[src/rtl/cnn_csr_bank.sv]
// cnn_csr_bank: CH-channel CSR bank (setting, start/busy/done handshake, W1C status, IRQ).
// Define CNN_CSR_IRQ_EN to build the IRQ_EN register and irq_o logic; otherwise irq_o is 0.
module cnn_csr_bank #(
  parameter int CH = 4,
  parameter int DW = 32,
  parameter int AW = 4
) (
  input  logic             clk,
  input  logic             rst,
  input  logic             wr_en,
  input  logic [AW-1:0]    wr_addr,
  input  logic [DW-1:0]    wr_data,
  input  logic             rd_en,
  input  logic [AW-1:0]    rd_addr,
  output logic [DW-1:0]    rd_data,
  output logic [CH-1:0]    start_o,
  output logic [CH-1:0]    busy_o,
  output logic [CH*DW-1:0] setting_o,
  input  logic [CH-1:0]    engine_done_i,
  output logic             irq_o
);
  localparam logic [AW-1:0] A_CTRL   = AW'(0);
  localparam logic [AW-1:0] A_STATUS = AW'(1);
  localparam logic [AW-1:0] A_IRQ_EN = AW'(2);

  typedef enum logic [1:0] {ST_IDLE, ST_START, ST_BUSY} ch_state_t;

  ch_state_t     r_state     [CH];
  ch_state_t     w_state_nxt [CH];
  logic [DW-1:0] r_setting   [CH];
  logic [CH-1:0] r_done, r_err, w_irq_en;
  logic [CH-1:0] w_req, w_done_set, w_err_set, w_done_clr, w_err_clr;
  logic          w_ctrl_wr, w_stat_wr;
  logic [DW-1:0] w_rd_mux;

  assign w_ctrl_wr  = wr_en && (wr_addr == A_CTRL);
  assign w_stat_wr  = wr_en && (wr_addr == A_STATUS);
  assign w_req      = w_ctrl_wr ? wr_data[CH-1:0] : '0;
  assign w_done_clr = w_stat_wr ? wr_data[CH-1:0] : '0;
  assign w_err_clr  = w_stat_wr ? wr_data[2*CH +: CH] : '0;

  always_comb begin
    start_o    = '0;
    busy_o     = '0;
    w_done_set = '0;
    w_err_set  = '0;
    for (int unsigned i = 0; i < CH; i++) begin
      w_state_nxt[i] = r_state[i];
      case (r_state[i])
        ST_IDLE: begin
          if (w_req[i]) w_state_nxt[i] = ST_START;
        end
        ST_START: begin
          start_o[i]     = 1'b1;
          busy_o[i]      = 1'b1;
          w_err_set[i]   = w_req[i];
          w_state_nxt[i] = ST_BUSY;
        end
        ST_BUSY: begin
          busy_o[i]    = 1'b1;
          w_err_set[i] = w_req[i];
          if (engine_done_i[i]) begin
            w_state_nxt[i] = ST_IDLE;
            w_done_set[i]  = 1'b1;
          end
        end
        default: w_state_nxt[i] = ST_IDLE;
      endcase
    end
  end

  always_comb begin
    setting_o = '0;
    for (int unsigned i = 0; i < CH; i++) setting_o[i*DW +: DW] = r_setting[i];
  end

  // Read mux sees pre-edge state, so a same-cycle write is not visible to the read.
  always_comb begin
    w_rd_mux = '0;
    if (rd_addr == A_STATUS) begin
      w_rd_mux[0 +: CH]    = r_done;
      w_rd_mux[CH +: CH]   = busy_o;
      w_rd_mux[2*CH +: CH] = r_err;
    end else if (rd_addr == A_IRQ_EN) begin
      w_rd_mux[0 +: CH] = w_irq_en;
    end
    for (int unsigned i = 0; i < CH; i++) begin
      if (rd_addr == AW'(4 + i)) w_rd_mux = r_setting[i];
    end
  end

  always_ff @(posedge clk or posedge rst) begin
    if (rst) begin
      for (int unsigned i = 0; i < CH; i++) begin
        r_state[i]   <= ST_IDLE;
        r_setting[i] <= '0;
      end
      r_done  <= '0;
      r_err   <= '0;
      rd_data <= '0;
    end else begin
      for (int unsigned i = 0; i < CH; i++) begin
        r_state[i] <= w_state_nxt[i];
        if (wr_en && (wr_addr == AW'(4 + i)) && (r_state[i] == ST_IDLE))
          r_setting[i] <= wr_data;
      end
      r_done <= (r_done & ~w_done_clr) | w_done_set;
      r_err  <= (r_err & ~w_err_clr) | w_err_set;
      if (rd_en) rd_data <= w_rd_mux;
    end
  end

`ifdef CNN_CSR_IRQ_EN
  logic [CH-1:0] r_irq_en;
  logic          r_irq;

  always_ff @(posedge clk or posedge rst) begin
    if (rst) begin
      r_irq_en <= '0;
      r_irq    <= 1'b0;
    end else begin
      if (wr_en && (wr_addr == A_IRQ_EN)) r_irq_en <= wr_data[CH-1:0];
      r_irq <= |(r_done & r_irq_en);
    end
  end

  assign w_irq_en = r_irq_en;
  assign irq_o    = r_irq;
`else
  assign w_irq_en = '0;
  assign irq_o    = 1'b0;
`endif

endmodule

[config.mk]
export PLATFORM = sky130hd
export DESIGN_NAME = cnn_csr_bank
export DESIGN_NICKNAME = d
export VERILOG_FILES = /design/src/rtl/cnn_csr_bank.sv
export SDC_FILE = /design/constraint.sdc
export NUM_CORES = 1
export LEC_CHECK = 0
export ABC_CLOCK_PERIOD_IN_PS = 14400
export CORE_ASPECT_RATIO = 0.75
export CORE_UTILIZATION = 50
export CTS_CLUSTER_DIAMETER = 50
export DETAILED_ROUTE_END_ITERATION = 7
export PLACE_DENSITY_LB_ADDON = 0.2
export SLEW_MARGIN = 20
export SYNTH_ARGS = -nofsm -noshare
export SYNTH_HDL_FRONTEND = slang
export SYNTH_SLANG_ARGS = --single-unit
[constraint.sdc]
create_clock -name clk -period 14.4 [get_ports clk]
set_input_delay 2.88 -clock clk [delete_from_list [all_inputs] [get_ports clk]]
set_output_delay 2.88 -clock clk [all_outputs]
set_load 0.1 [all_outputs]
# Word-level counts from Yosys, hierarchy flattened
# Index checks and enable logic that the tools add are counted.
# word_totals
regBits	176
latchBits	0
ramBits	0
mem_bits_ro	0
input_bits	48
out_inout_bits	169
elab_cells	107
mem_count	0
# classes
add_sub_neg	0
n_mul	0
n_div	0
magnitude_cmp	0
eq_ne	26
shift	0
n_mux	41
bitwise_logic	6
reduce_logical	23
# op_table
operator	n
2-to-1 mux 32 bit	4
equality test 4 x 3 -> 1 bit, second input constant	8
case mux 2 bit (3 select lines)	4
2-to-1 mux 1 bit	20
2-to-1 mux 2 bit	8
2-to-1 mux 4 bit	4
!= test 2 bit, second input constant	8
logical AND 1 bit	10
AND 4 bit	2
equality test 2 x 1 -> 1 bit, second input constant	4
equality test 2 bit, second input constant	4
equality test 4 x 1 -> 1 bit, second input constant	2
zero test 2 bit	4
2-to-1 mux 8 bit	1
inverter 4 bit	2
OR 4 bit	2
AND reduction 2 bit	4
OR reduction 2 bit	4
zero test 4 bit	1

# Logic depth before layout (Yosys ltp)
# Gate-level depths: netlist (run 1).
# logic_depth
ltp_word	8
depth_mapped	6
mapped_depth_nobuf	5

# Least setup slack after synthesis (run 1)
# Ideal clock, no wire load.
# synth_path
kind	reg2out
startpoint	register r_state[6] (netlist name)
endpoint	output port busy_o[0]
arrival_ns	1.278
required_time_ns	11.520
setup_slack_ns	10.242
stages_incl_launch_ff	3
n_path_buf	0
path_cell_list	dfrtp_1 inv_1 ha_1
# synth_via
elab_chain_len	3
word_cells_on_any_way	4
classes_between	2 x eq/ne; 1 x mux; 1 x reduce/logical
# synth_lines
element	line	rtl
from (decl)	28	ch_state_t r_state [CH];
from (signal, indexed assignment)	103	r_state[i] <= w_state_nxt[i];
equality test 2 bit / equality test 2 x 1 -> 1 bit (equally long branches)	49	case (r_state[i])
OR reduction 2 bit (no source line) (*)	n/a	
2-to-1 mux 1 bit (*)	49	
to (decl)	17	output logic [CH-1:0] busy_o,
# Every way passes the cells marked *; elsewhere a longest branch is shown, timed or not.

# Worst setup path in the final report (run 1)
# Ends and elaborated chain as after synthesis.

==> reports/results.ini, run 1 <==
[logic_synthesis]
synth_fp_nets=643
post_synthesis_simple_gate_area_fraction_pct=2.97
synth-compound-area-share_pct=8.19
synth_cell_type_count=39
muxShareOfSynthArea_pct=25.2
synth_warnings=0
synth_adder_area_share_pct=2.50
synthesis.area_per_instance_um2=13.8
postSynth.topFlopCell=sky130_fd_sc_hd__dfrtp_1
synth_edf_count=0
sequential_fraction_of_the_synthesis_area_pct=55.0
synth_top_family_by_area=multiplexers
area_share_of_xor_xnor_cells_in_the_synthesized_design_pct=0
post_synth_instance_area_um2=8010
syn_inst=579
async_s_r_ff_share_synth_pct=100
yosys_register_bits=176

[clock_network]
clock_tree.buffer_depth=2
insertion_delay_ns=0.43
clock_tree_from_tritoncts=built
postCtsResizedCells=0
tritoncts_buffers=17
cts_setup_buffers=0
cts_max_level=4
path_clk_slew_ns=0.07
clock_sink_count=176
hold_buffer_count_at_cts=0
clock_tree.root_cell=sky130_fd_sc_hd__clkbuf_16

[finish]
layout-drive-gt1-share_pct=18.2
diodes_inserted=0
final_core_utilization_pct=69.8
area_delta_synth_final_pct=34.3
regArea_um2=4400
layout_net_count=843
filler_cell_count=1100
combined_area_of_the_multi_input_logic_cells_um2=3130

[setup_path]
timing.setup.critical_path_class=flip-flop to output port
critical_path_peak_fanout=3
crit-reg2reg-launch=r_state[5]$_DFFE_PP0P_
setup.worst_path.end_class=output port
timing.critical_path.required_ns=11.52
startpoint_type=flip-flop
crit_start=r_state[6]$_DFFE_PP0P_
setup.reg_to_reg.worst_slack_ns=12.28
critical_path_data_arrival_time_ns=2.52

[floorplanning]
design.core.area_um2=15400
initial_utilization_pct=51.9
die_width_um=148
die_h_um=112
fp.dieArea_um2=16500
ios=217
row_count=39

[global_routing]
grt_pass1_wl_mm=33.7
grt_antenna_before_repair=0
first_global_vias=6041
global_route.usage.total_pct=27.0
globalRoute.totalOverflow=0
pin_count_of_the_biggest_net_entering_global_routing=106

[sta]
setup-violations-final=0
finalCritPeriodShare_pct=37.5
grt_setup_unrepaired=no
timing.final.hold_violations=0
final_worst_slack_ns=9.00
worst_slew_pin_slew_ns=1.05
final-max-slew-violation-count=0
max-slew-margin-rel_pct=29.5
totalNegativeSetupSlack_ns=0
final_worst_clock_skew_ns=0.00730
fmax_mhz=185
period_needed_ns=5.40

[route]
route.detailed.drc=0
detailroute.via_count=5625
wl_mm=21.5
via_per_inst=5.65
routed_wire_length_per_instance_um=21.6
initialDrtViolationCount=335
drtPass1Iterations=4
ant_nets=0

[run_status]
status=finished, final reports clean

[flow_run]
drv.max_cap_violation_count=0

[placed_design]
dp_hpwl_mm=14.1
dpl_worst_slack_ns=8.89
globalplace.congestion=0.901
port-buffer-count=215

[min_path]
hold_path_class=flip-flop to flip-flop
min-delay-start=rd_data[3]$_DFFE_PP0P_

state kept, by name (all words and copies together) (netlist names):
name       flops
r_done         4
r_err          4
r_state        8
rd_data       32
setting_o    128
cells by family (layout without fill, tap and decap cells):
group	Yosys count	count (layout)
flops	176	176
mux	161	161
buf+inv	96	307
compound gates	89	89
simple gates	40	40
fa+ha+maj	16	16
other cells	1	1
synth_stat cells, types with 2 or more instances:
| cell type | n | share of area, % |
|---|---|---|
| sky130_fd_sc_hd__dfrtp_1 | 176 | 55 |
| sky130_fd_sc_hd__mux2_2 | 83 | 12 |
| sky130_fd_sc_hd__inv_1 | 58 | 2.7 |
| sky130_fd_sc_hd__mux2_1 | 54 | 7.6 |
| sky130_fd_sc_hd__o22ai_1 | 26 | 2.0 |
| sky130_fd_sc_hd__mux4_2 | 19 | 5.3 |
| sky130_fd_sc_hd__ha_1 | 16 | 2.5 |
| sky130_fd_sc_hd__o221ai_1 | 16 | 1.7 |
| sky130_fd_sc_hd__nand2_1 | 13 | 0.61 |
| sky130_fd_sc_hd__a21oi_1 | 12 | 0.75 |
| sky130_fd_sc_hd__buf_4 | 12 | 1.1 |
| sky130_fd_sc_hd__buf_6 | 10 | 1.4 |
| sky130_fd_sc_hd__a22o_1 | 8 | 0.87 |
| sky130_fd_sc_hd__clkbuf_1 | 8 | 0.37 |
| sky130_fd_sc_hd__a22oi_1 | 6 | 0.56 |
| sky130_fd_sc_hd__o21a_1 | 6 | 0.56 |
| sky130_fd_sc_hd__o22a_1 | 6 | 0.66 |
| sky130_fd_sc_hd__buf_2 | 5 | 0.31 |
| sky130_fd_sc_hd__mux2i_1 | 5 | 0.62 |
| sky130_fd_sc_hd__nand3_1 | 5 | 0.31 |
| sky130_fd_sc_hd__nor2b_1 | 5 | 0.39 |
| sky130_fd_sc_hd__a32o_1 | 4 | 0.50 |
| sky130_fd_sc_hd__buf_1 | 3 | 0.14 |
| sky130_fd_sc_hd__nand2b_1 | 3 | 0.23 |
| sky130_fd_sc_hd__nor2_1 | 3 | 0.14 |
| sky130_fd_sc_hd__and3_1 | 2 | 0.16 |
| sky130_fd_sc_hd__nand3b_1 | 2 | 0.19 |
| sky130_fd_sc_hd__o32ai_1 | 2 | 0.22 |
per-stage QoR:
stage / area (um^2) / std cells / hold slack (ns)
after floorplan: 8010 / 579 / 0.467
after global placement: 10200 / 965 / 0.468
after detailed placement: 10200 / 965 / 0.466
after CTS: 10800 / 995 / 0.480
after global routing: 10800 / 995 / 0.497
final: 10800 / 995 / 0.481
layer usage:
metal  up-vias  global-route usage (%)  wire length (um)
met5         -                       0                 0
met2       211                    42.8             10200
met3        21                    7.99              1880
li1       2484                       -                 -
met1      2909                    36.4              9140
met4         0                    7.56               211
critical path, stage by stage, from the launching register on:
cell and delay [ns]:
sky130_fd_sc_hd__dfrtp_1 0.39, sky130_fd_sc_hd__inv_1 0.10, sky130_fd_sc_hd__ha_1 0.42, sky130_fd_sc_hd__clkdlybuf4s50_1 1.18
final cells by class:
cell class / count / area share (%)
Clock buffer: 22 / 4.41
Multi-Input combinational cell: 307 / 29.1
Inverter: 58 / 2.07
Timing Repair Buffer: 219 / 20.1
Clock inverter: 8 / 0.989
Tap cell: 205 / 2.38
Sequential cell: 176 / 40.9
worst paths after layout:
path / end / cells past startpoint
max in group asynchronous: rd_data[31]$_DFFE_PP0P_ / 3
setup reg to reg: setting_o[51]$_DFFE_PP0P_ / 4
setup / recovery: busy_o[0] / 3
min in group asynchronous: r_state[0]$_DFFE_PP0P_ / 2
hold reg to reg: rd_data[3]$_DFFE_PP0P_ / 1
hold / removal: rd_data[3]$_DFFE_PP0P_ / 1
placed cells by master (no fill, tap or decap), types with 2 or more instances in the layout:
master,n
sky130_fd_sc_hd__clkdlybuf4s50_1,212
sky130_fd_sc_hd__dfrtp_1,176
sky130_fd_sc_hd__mux2_2,83
sky130_fd_sc_hd__inv_1,57
sky130_fd_sc_hd__mux2_1,54
sky130_fd_sc_hd__o22ai_1,26
sky130_fd_sc_hd__mux4_2,19
sky130_fd_sc_hd__clkbuf_16,17
sky130_fd_sc_hd__o221ai_1,16
sky130_fd_sc_hd__ha_1,16
sky130_fd_sc_hd__nand2_1,13
sky130_fd_sc_hd__a21oi_1,12
sky130_fd_sc_hd__a22o_1,8
sky130_fd_sc_hd__o21a_1,6
sky130_fd_sc_hd__a22oi_1,6
sky130_fd_sc_hd__o22a_1,6
sky130_fd_sc_hd__nand3_1,5
sky130_fd_sc_hd__nor2b_1,5
sky130_fd_sc_hd__mux2i_1,5
sky130_fd_sc_hd__a32o_1,4
sky130_fd_sc_hd__buf_4,4
sky130_fd_sc_hd__nand2b_1,3
sky130_fd_sc_hd__nor2_1,3
sky130_fd_sc_hd__clkbuf_8,3
sky130_fd_sc_hd__buf_2,3
sky130_fd_sc_hd__nor3_4,2
sky130_fd_sc_hd__inv_6,2
sky130_fd_sc_hd__nand3b_1,2
sky130_fd_sc_hd__o32ai_1,2
sky130_fd_sc_hd__bufinv_16,2
sky130_fd_sc_hd__clkinvlp_4,2
sky130_fd_sc_hd__clkbuf_1,2
sky130_fd_sc_hd__clkinv_4,2
Power of run 1 is left out: the tool's default activity adds up to more than one toggle a clock period on the data nets, which glitch-free logic cannot reach.
==> inputs of run 2 (changes only) <==
--- a/config.mk
+++ b/config.mk
@@ -5,9 +5,9 @@
 export SDC_FILE = /design/constraint.sdc
 export NUM_CORES = 1
 export LEC_CHECK = 0
-export ABC_CLOCK_PERIOD_IN_PS = 14400
+export ABC_CLOCK_PERIOD_IN_PS = 5350
 export CORE_ASPECT_RATIO = 0.75
-export CORE_UTILIZATION = 50
+export CORE_UTILIZATION = 49
 export CTS_CLUSTER_DIAMETER = 50
 export DETAILED_ROUTE_END_ITERATION = 7
 export PLACE_DENSITY_LB_ADDON = 0.2
==> constraint.sdc (replaced) <==
create_clock -name clk -period 5.35 [get_ports clk]
set_input_delay 1.07 -clock clk [delete_from_list [all_inputs] [get_ports clk]]
set_output_delay 1.07 -clock clk [all_outputs]
set_load 0.1 [all_outputs]
==> run 2 against run 1 <==
  * Design area grew 1.0%
  * Hold slack improved by 0.0056 ns
  * Cell count grew 0.80%
  * First-iteration DRC count fell by 2.1%
  * Core utilization fell by 1.9 points
==> reports/results.ini, run 2 (synthesis gave the netlist of run 1 again) <==
[route]
ant_nets=0
detailroute.via_count=5704
routed_wire_length_per_instance_um=21.7
via_per_inst=5.69
drtPass1Iterations=5
route.detailed.drc=0
initialDrtViolationCount=328
wl_mm=21.7

[clock_network]
postCtsResizedCells=0
hold_buffer_count_at_cts=0
clock_tree.root_cell=sky130_fd_sc_hd__clkbuf_16
cts_max_level=4
path_clk_slew_ns=0.07
clock_tree_from_tritoncts=built
tritoncts_buffers=17
cts_setup_buffers=0
clock_tree.buffer_depth=2
insertion_delay_ns=0.43
clock_sink_count=176

[global_routing]
grt.met2_usage_pct=40.9
grt_pass1_wl_mm=33.7
global_route.usage.total_pct=26.8
grt_antenna_before_repair=0
grt_use_met3_pct=7.46
first_global_vias=6014
grt.busiest_layer=met2
pin_count_of_the_biggest_net_entering_global_routing=177
groute.layer.met1.usage_pct=36.9
globalRoute.totalOverflow=0

[finish]
diodes_inserted=0
final_core_utilization_pct=67.9
area_delta_synth_final_pct=35.7
layout_net_count=844
leading_cell_types_in_the_layout_fill_and_taps_excluded=212 x sky130_fd_sc_hd__clkdlybuf4s50_1, 176 x sky130_fd_sc_hd__dfrtp_1, 83 x sky130_fd_sc_hd__mux2_2, 57 x sky130_fd_sc_hd__inv_1, 54 x sky130_fd_sc_hd__mux2_1
number_of_flip_flops_in_the_largest_register=128
layout-drive-gt1-share_pct=18.8
layout.cells.most_common=sky130_fd_sc_hd__clkdlybuf4s50_1
filler_cell_count=1149

[sta]
timing.final.hold_violations=0
totalNegativeSetupSlack_ns=0
setup-violations-final=0
final-max-slew-violation-count=0
max-slew-margin-rel_pct=26.1
worst_slew_pin_slew_ns=1.11
fmax_mhz=279
final_worst_clock_skew_ns=0.0131
finalCritPeriodShare_pct=67.0
grt_setup_unrepaired=no
period_needed_ns=3.59

[min_path]
hold_path_class=flip-flop to flip-flop
min-delay-start=rd_data[9]$_DFFE_PP0P_

[setup_path]
worst-r2r-cell-count=6
crit_start=r_state[6]$_DFFE_PP0P_
timing.critical_path.required_ns=4.28
path_cells=inv_1 -> ha_1 -> clkdlybuf4s50_1
critical_path_data_arrival_time_ns=2.52
cell_with_the_largest_stage_delay_on_the_worst_path=sky130_fd_sc_hd__clkdlybuf4s50_1
r2r_end=setting_o[104]$_DFFE_PP0P_
critical_path_peak_fanout=3
cp.buffers_inverters=2
setup.worst_path.end=busy_o[0]
path_depth=3
timing.setup.critical_path_class=flip-flop to output port
cp_top_family=buffers and inverters
crit-reg2reg-launch=r_state[0]$_DFFE_PP0P_
setup.reg_to_reg.worst_slack_ns=2.78
setup.worst_path.end_class=output port
worst_path_max_stage_delay_ns=1.18
startpoint_type=flip-flop

[floorplanning]
ios=217
design.core.area_um2=16000
row_count=40
initial_utilization_pct=50.0
fp.dieArea_um2=16900
die_h_um=113
die_width_um=150

[placed_design]
globalplace.congestion=0.879
dp_hpwl_mm=14.2
port-buffer-count=215

[flow_run]
drv.max_cap_violation_count=0

[run_status]
status=finished, final reports clean

==> run 2: changes by cell type in the layout (fill, tap and decap cells not counted), sizes merged <==
cell and delta:
inv +2, buf +1, clkinv -1, bufinv +3, clkinvlp +2, clkbuf -4
==> run 2: cell type report <==
cell class / count / area [um^2] / area share (%)
Sequential cell: 176 / 4400 / 40.5
Multi-Input combinational cell: 307 / 3130 / 28.8
Timing Repair Buffer: 220 / 2190 / 20.1
Clock buffer: 18 / 439 / 4.04
Tap cell: 210 / 263 / 2.42
Clock inverter: 14 / 225 / 2.07
Inverter: 58 / 221 / 2.04
==> run 2: worst min path at each step <==
stage,endpoint,slack [ns],cells past startpoint
6_report,rd_data[9]$_DFFE_PP0P_,0.49,1
5_1_grt,rd_data[6]$_DFFE_PP0P_,0.51,1
4_1_cts,rd_data[9]$_DFFE_PP0P_,0.49,1
3_5_place_dp,rd_data[9]$_DFFE_PP0P_,0.47,1
3_3_place_gp,rd_data[6]$_DFFE_PP0P_,0.47,1
2_1_floorplan,r_err[1]$_DFF_PP0_,0.47,1
==> run 2: through the flow <==
step,hold slack [ns],instances,cell area [um^2],setup WS [ns]
finish,0.487,1003,10900,1.76
global route,0.513,1003,10900,1.70
CTS,0.485,1003,10900,1.77
detailed placement,0.470,971,10200,1.73
global placement,0.467,971,10200,1.79
floorplan,0.467,579,8010,2.03
==> run 2: worst register-to-register path: stages (launching register included) <==
cell	delay (ns)
sky130_fd_sc_hd__dfrtp_1	0.41
sky130_fd_sc_hd__inv_1	0.12
sky130_fd_sc_hd__ha_1	0.21
sky130_fd_sc_hd__nand2_1	0.10
sky130_fd_sc_hd__nor3_4	0.81
sky130_fd_sc_hd__buf_4	0.43
sky130_fd_sc_hd__mux2_1	0.37
==> run 2: per-layer routing <==
metal / share of wire, % / vias up
li1: - / 2494
met1: 44 / 2961
met2: 46 / 225
met3: 7.9 / 24
met4: 1.6 / 0
met5: 0 / -
Power of run 2 is left out for the same reason.
